File: config.mk
export PLATFORM = sky130hd
export DESIGN_NAME = pc_sequencer
export DESIGN_NICKNAME = d
export VERILOG_FILES = /design/src/rtl/pc_pkg.sv /design/src/rtl/pc_ras.sv /design/src/rtl/pc_sequencer.sv
export SDC_FILE = /design/constraint.sdc
export NUM_CORES = 1
export LEC_CHECK = 0
export BUFFER_PORTS_ARGS = -buffer_cell sky130_fd_sc_hd__clkbuf_2
export CORE_MARGIN = 2
export CORE_UTILIZATION = 30
export DETAILED_ROUTE_END_ITERATION = 7
export PLACE_DENSITY_LB_ADDON = 0.2
export SLEW_MARGIN = 20
export SYNTH_ARGS = -nofsm -noshare
export SYNTH_HDL_FRONTEND = slang
export SYNTH_SLANG_ARGS = --single-unit
File: constraint.sdc
create_clock -name clock -period 2.7 [get_ports clock]
set_input_delay 0.675 -clock clock [delete_from_list [all_inputs] [get_ports clock]]
set_output_delay 0.675 -clock clock [all_outputs]
set_load 0.03 [all_outputs]
File: src/rtl/pc_pkg.sv
// Shared types for the fetch-stage program-counter sequencer.
package pc_pkg;

  typedef enum logic [1:0] {
    JBack = 2'b00,
    JFwd  = 2'b01,
    JAbs  = 2'b10,
    JRet  = 2'b11
  } jmode_t;

  typedef enum logic [1:0] {
    StIdle = 2'b00,
    StRun  = 2'b01,
    StHalt = 2'b10
  } state_t;

endpackage

File: src/rtl/pc_ras.sv
// Return-address stack: a small LIFO with push, pop and synchronous clear.
module pc_ras #(
  parameter int unsigned PC_BITS   = 12,
  parameter int unsigned RAS_DEPTH = 4
) (
  input  logic                           clock,
  input  logic                           reset_n,
  input  logic                           push,
  input  logic                           pop,
  input  logic                           clear,
  input  logic [PC_BITS-1:0]             din,
  output logic [PC_BITS-1:0]             top,
  output logic [$clog2(RAS_DEPTH+1)-1:0] count,
  output logic                           full,
  output logic                           empty
);

  localparam int unsigned CntW = $clog2(RAS_DEPTH + 1);
  localparam int unsigned IdxW = (RAS_DEPTH > 1) ? $clog2(RAS_DEPTH) : 1;

  logic [PC_BITS-1:0] mem_q [RAS_DEPTH];
  logic [CntW-1:0]    count_q;
  logic [CntW-1:0]    top_ptr;

  assign full    = (count_q == CntW'(RAS_DEPTH));
  assign empty   = (count_q == '0);
  assign count   = count_q;
  assign top_ptr = count_q - CntW'(1);
  assign top     = empty ? '0 : mem_q[top_ptr[IdxW-1:0]];

  always_ff @(posedge clock or negedge reset_n) begin
    if (!reset_n) begin
      count_q <= '0;
    end else if (clear) begin
      count_q <= '0;
    end else if (push && !full) begin
      count_q <= count_q + CntW'(1);
    end else if (pop && !empty) begin
      count_q <= count_q - CntW'(1);
    end
  end

  // Storage needs no reset; entries are only read below count_q.
  always_ff @(posedge clock) begin
    if (!clear && push && !full) begin
      mem_q[count_q[IdxW-1:0]] <= din;
    end
  end

endmodule

File: src/rtl/pc_sequencer.sv
// Fetch-stage PC sequencer: run/halt FSM, next-pc selection, call/return stack.
module pc_sequencer
  import pc_pkg::*;
#(
  parameter int unsigned PC_BITS     = 12,
  parameter int unsigned OFFSET_BITS = 8,
  parameter int unsigned RAS_DEPTH   = 4
) (
  input  logic                           clock,
  input  logic                           reset_n,
  input  logic                           start,
  input  logic                           stall,
  input  logic                           jump_en,
  input  jmode_t                         jump_mode,
  input  logic                           call,
  input  logic                           halt,
  input  logic [OFFSET_BITS-1:0]         target,
  output logic [PC_BITS-1:0]             pc,
  output logic                           running,
  output logic                           done,
  output logic [$clog2(RAS_DEPTH+1)-1:0] ras_count,
  output logic                           ras_err
);

  state_t                           state_q;
  logic [PC_BITS-1:0]               pc_q;
  logic                             ras_err_q;
  logic [PC_BITS+OFFSET_BITS-1:0]   tgt_wide;
  logic [PC_BITS-1:0]               tgt_ext;
  logic [PC_BITS-1:0]               pc_inc;
  logic [PC_BITS-1:0]               ras_top;
  logic                             ras_full;
  logic                             ras_empty;
  logic                             advance;
  logic                             is_jump;
  logic                             ras_push;
  logic                             ras_pop;

  // Zero-extend (or truncate) the decoder field to pc width.
  assign tgt_wide = {{PC_BITS{1'b0}}, target};
  assign tgt_ext  = tgt_wide[PC_BITS-1:0];
  assign pc_inc   = pc_q + PC_BITS'(1);

  assign advance  = (state_q == StRun) && !start && !halt && !stall;
  assign is_jump  = advance && jump_en;
  assign ras_push = is_jump && call && (jump_mode != JRet);
  assign ras_pop  = is_jump && (jump_mode == JRet) && !ras_empty;

  pc_ras #(
    .PC_BITS  (PC_BITS),
    .RAS_DEPTH(RAS_DEPTH)
  ) u_ras (
    .clock  (clock),
    .reset_n(reset_n),
    .push   (ras_push),
    .pop    (ras_pop),
    .clear  (start),
    .din    (pc_inc),
    .top    (ras_top),
    .count  (ras_count),
    .full   (ras_full),
    .empty  (ras_empty)
  );

  always_ff @(posedge clock or negedge reset_n) begin
    if (!reset_n) begin
      state_q   <= StIdle;
      pc_q      <= '0;
      ras_err_q <= 1'b0;
    end else if (start) begin
      state_q   <= StRun;
      pc_q      <= '0;
      ras_err_q <= 1'b0;
    end else begin
      case (state_q)
        StRun: begin
          if (halt) begin
            state_q <= StHalt;
          end else if (!stall) begin
            if (jump_en) begin
              unique case (jump_mode)
                JBack: pc_q <= pc_q - tgt_ext;
                JFwd:  pc_q <= pc_q + tgt_ext;
                JAbs:  pc_q <= tgt_ext;
                JRet: begin
                  // Return with nothing stacked falls through to the next instruction.
                  if (ras_empty) begin
                    pc_q      <= pc_inc;
                    ras_err_q <= 1'b1;
                  end else begin
                    pc_q <= ras_top;
                  end
                end
                default: pc_q <= pc_inc;
              endcase
              if (ras_push && ras_full) begin
                ras_err_q <= 1'b1;
              end
            end else begin
              pc_q <= pc_inc;
            end
          end
        end
        StIdle, StHalt: ;
        default: state_q <= StIdle;
      endcase
    end
  end

  assign pc      = pc_q;
  assign running = (state_q == StRun);
  assign done    = (state_q == StHalt);
  assign ras_err = ras_err_q;

endmodule

==> impl_metrics.json <==
{
  "status": "finished, final reports clean",
  "cp-start-kind": "primary input",
  "clk_pin_slew_ns": 0.06,
  "hold_path_class": "primary input to asynchronous set/reset pin",
  "ys_types": 60,
  "cts.path.max_buffers": 2,
  "drc": 0,
  "use_met3_pct": 2.751,
  "clk_latency_ns": 0.32,
  "hpwl_um": 7676,
  "cts_hold_buf": 0,
  "grt_max_degree": 23,
  "dp_slack_ns": -0.3783,
  "cp.required_ns": 2.93,
  "finalHoldViolCount": 0,
  "diodes": 0,
  "yosys-top-cells-area": "edfxtp_1 37%, dfrtp_1 11%, mux4_2 6.9%",
  "synth-seq-cells": 66,
  "globalplace.congestion": 0.8929,
  "num_rows": 41,
  "crit_type": "primary input to flip-flop",
  "worst_clock_skew_ns": 0.005947,
  "setup_viol": 0,
  "core_area_um2": 12720,
  "slew_viol_final": 0,
  "syn_inst": 341,
  "dp_cells": 581,
  "p_leak_nw": 1.970,
  "ant_nets": 0,
  "synth_ff_type": "edfxtp_1",
  "grt_pass1_vias": 3049,
  "grt_use_met2_pct": 23.78,
  "rsz0062_at_grt": "yes",
  "cts_tree": "built",
  "reg2reg_depth": 7,
  "fin_cells": 598,
  "drtPass1Iterations": 4,
  "fmax_mhz": 380.9,
  "path_max_fanout": 4,
  "cts_buffers": 9,
  "syn_to_final_growth_pct": 29.57,
  "grt_pass1_wl_um": 16880,
  "synth-seq-area-share_pct": 48.03,
  "antenna_found_initial": 0,
  "initial_core_util_pct": 30.96,
  "min_period_over_period_pct": 97.24,
  "slew_headroom_pct": 59.80,
  "drt_iter0_markers": 188,
  "track_usage_pct": 15.50,
  "async_reset_ff_share_pct": 27.27,
  "grt_remaining_overflow": 0,
  "fp.dieH_um": 118.6,
  "busiest_layer": "met2",
  "synth-edff-count": 48,
  "synth_common_cells": "48 x edfxtp_1, 27 x nor2_1, 25 x a21oi_1",
  "pin_count": 35,
  "endpoint_kind": "flip-flop",
  "use_met1_pct": 21.73,
  "cp.arrival_ns": 2.86,
  "wl_um": 10410,
  "root_buffer": "clkbuf_16",
  "synth_top_area_share_pct": 36.59,
  "setup_slack_ns": 0.07460,
  "port_buffers": 34,
  "drv_cap": 0,
  "period_minus_slack_ns": 2.625,
  "irDropWorstVdd_mv": 0.2422,
  "via_per_inst": 5.062,
  "yosys_warnings": 0,
  "nets": 460,
  "vias": 3027,
  "die_w_um": 118.6,
  "tightest_slew_ns": 0.5986,
  "wl_per_cell_um": 17.41,
  "drive_gt1_share_pct": 33.57,
  "synth_most_common_cell": "edfxtp_1",
  "syn_area_per_cell_um2": 11.55,
  "yosys.area.top_type": "edfxtp_1",
  "syn_area_um2": 3939,
  "power-per-cell-area_nw_per_um2": 539.7,
  "htreeDepth": 3,
  "die_area_um2": 14060,
  "syn_nets": 380,
  "cts.sinks": 66
}
[cell usage in the layout (no fill, tap or decap), types with 3 or more instances in the layout]
cell type / n
ha_1: 19
clkbuf_2: 30
nor3_1: 4
clkinv_1: 3
nor2_1: 25
nand3_1: 14
o221ai_1: 7
a21o_1: 6
and2_2: 4
o21ai_0: 16
xnor2_1: 11
mux4_2: 12
nand2_1: 17
a31oi_1: 6
buf_4: 45
xor2_1: 14
a211oi_1: 3
edfxtp_1: 48
a21oi_1: 22
clkbuf_16: 9
buf_6: 4
dfrtp_1: 17
o22ai_1: 4
nor2b_1: 3
inv_1: 13
[power breakdown]
group          switching, mW  internal [mW]
clock                  0.411          0.706
combinational          0.290          0.219
sequential            0.0238           1.10
[final cells by class]
cell class              instances  area (um^2)
repair buffers                 82        588.1
fillers                      1247         7619
flip-flops and latches         66         1893
clock inverters                 6        57.56
clock buffers                  10        229.0
inverters                      16        60.06
well taps                     172        215.2
multi-input cells             246         2061
[metal layers]
layer	wire [um]	share of wire (%)	vias up
li1	-	-	1477
met5	0	0	-
met3	367	3.5	12
met2	4950	48	54
met1	4869	47	1484
met4	221	2.1	0
[worst max-delay path: stages]
cell,delay (ns)
buf_8,0.11
inv_2,0.06
ha_2,0.26
mux2_4,0.28
ha_1,0.28
a21o_1,0.21
a221oi_4,0.35
o31ai_4,0.11
xor2_1,0.16
nand3_1,0.10
a311oi_2,0.26
[timing repair]
action | CTS | global route
pin swaps | 1 | 20
buffers inserted | 0 | 2
gates resized for setup | 3 | 36
cloned | 0 | 0
endpoints found under the setup margin | 2 | 8
[flip-flops by register name, indices dropped and copies added (netlist names)]
| name | count |
|---|---|
| ras_err | 1 |
| state_q | 2 |
| u_ras.mem_q | 48 |
| u_ras.count | 3 |
| pc | 12 |
[logic make-up after synthesis]
kind of cell,count (synthesis),share of synthesized area [%]
buf+inv,29,3.431
xor+xnor,26,5.781
simple gates,89,11.53
flops,66,48.03
compound gates,95,16.65
fa+ha+maj,22,7.179
mux,14,7.402
[per-stage QoR]
| step | TNS (ns) | hold WS [ns] | util, % | total power, mW | instance area [um^2] |
|---|---|---|---|---|---|
| after floorplan | -0.04446 | 0.3794 | - | 1.432 | 3963 |
| after global placement | -2.138 | 0.4901 | 36.53 | 1.614 | 4647 |
| after detailed placement | -2.517 | 0.4978 | 36.53 | 1.618 | 4647 |
| after CTS | 0 | 0.3402 | 38.94 | 2.756 | 4954 |
| after global routing | -0.08969 | 0.3655 | 40.12 | 2.880 | 5104 |
| final | 0 | 0.3195 | 40.12 | 2.754 | 5104 |
[path summary, 6_finish.rpt]
path	from	slack [ns]	to
setup / recovery	target[0]	0.07	pc[9]$_DFFE_PN0P_
hold / removal	reset_n	0.32	pc[3]$_DFFE_PN0P_
setup reg to reg	pc[1]$_DFFE_PN0P_	0.34	pc[8]$_DFFE_PN0P_
hold reg to reg	ras_err$_DFFE_PN0P_	0.50	ras_err$_DFFE_PN0P_
max in group asynchronous	reset_n	1.99	u_ras.count[0]$_DFFE_PN0P_
min in group clock	ras_err$_DFFE_PN0P_	0.50	ras_err$_DFFE_PN0P_
(Power assumes the default switching activity.)
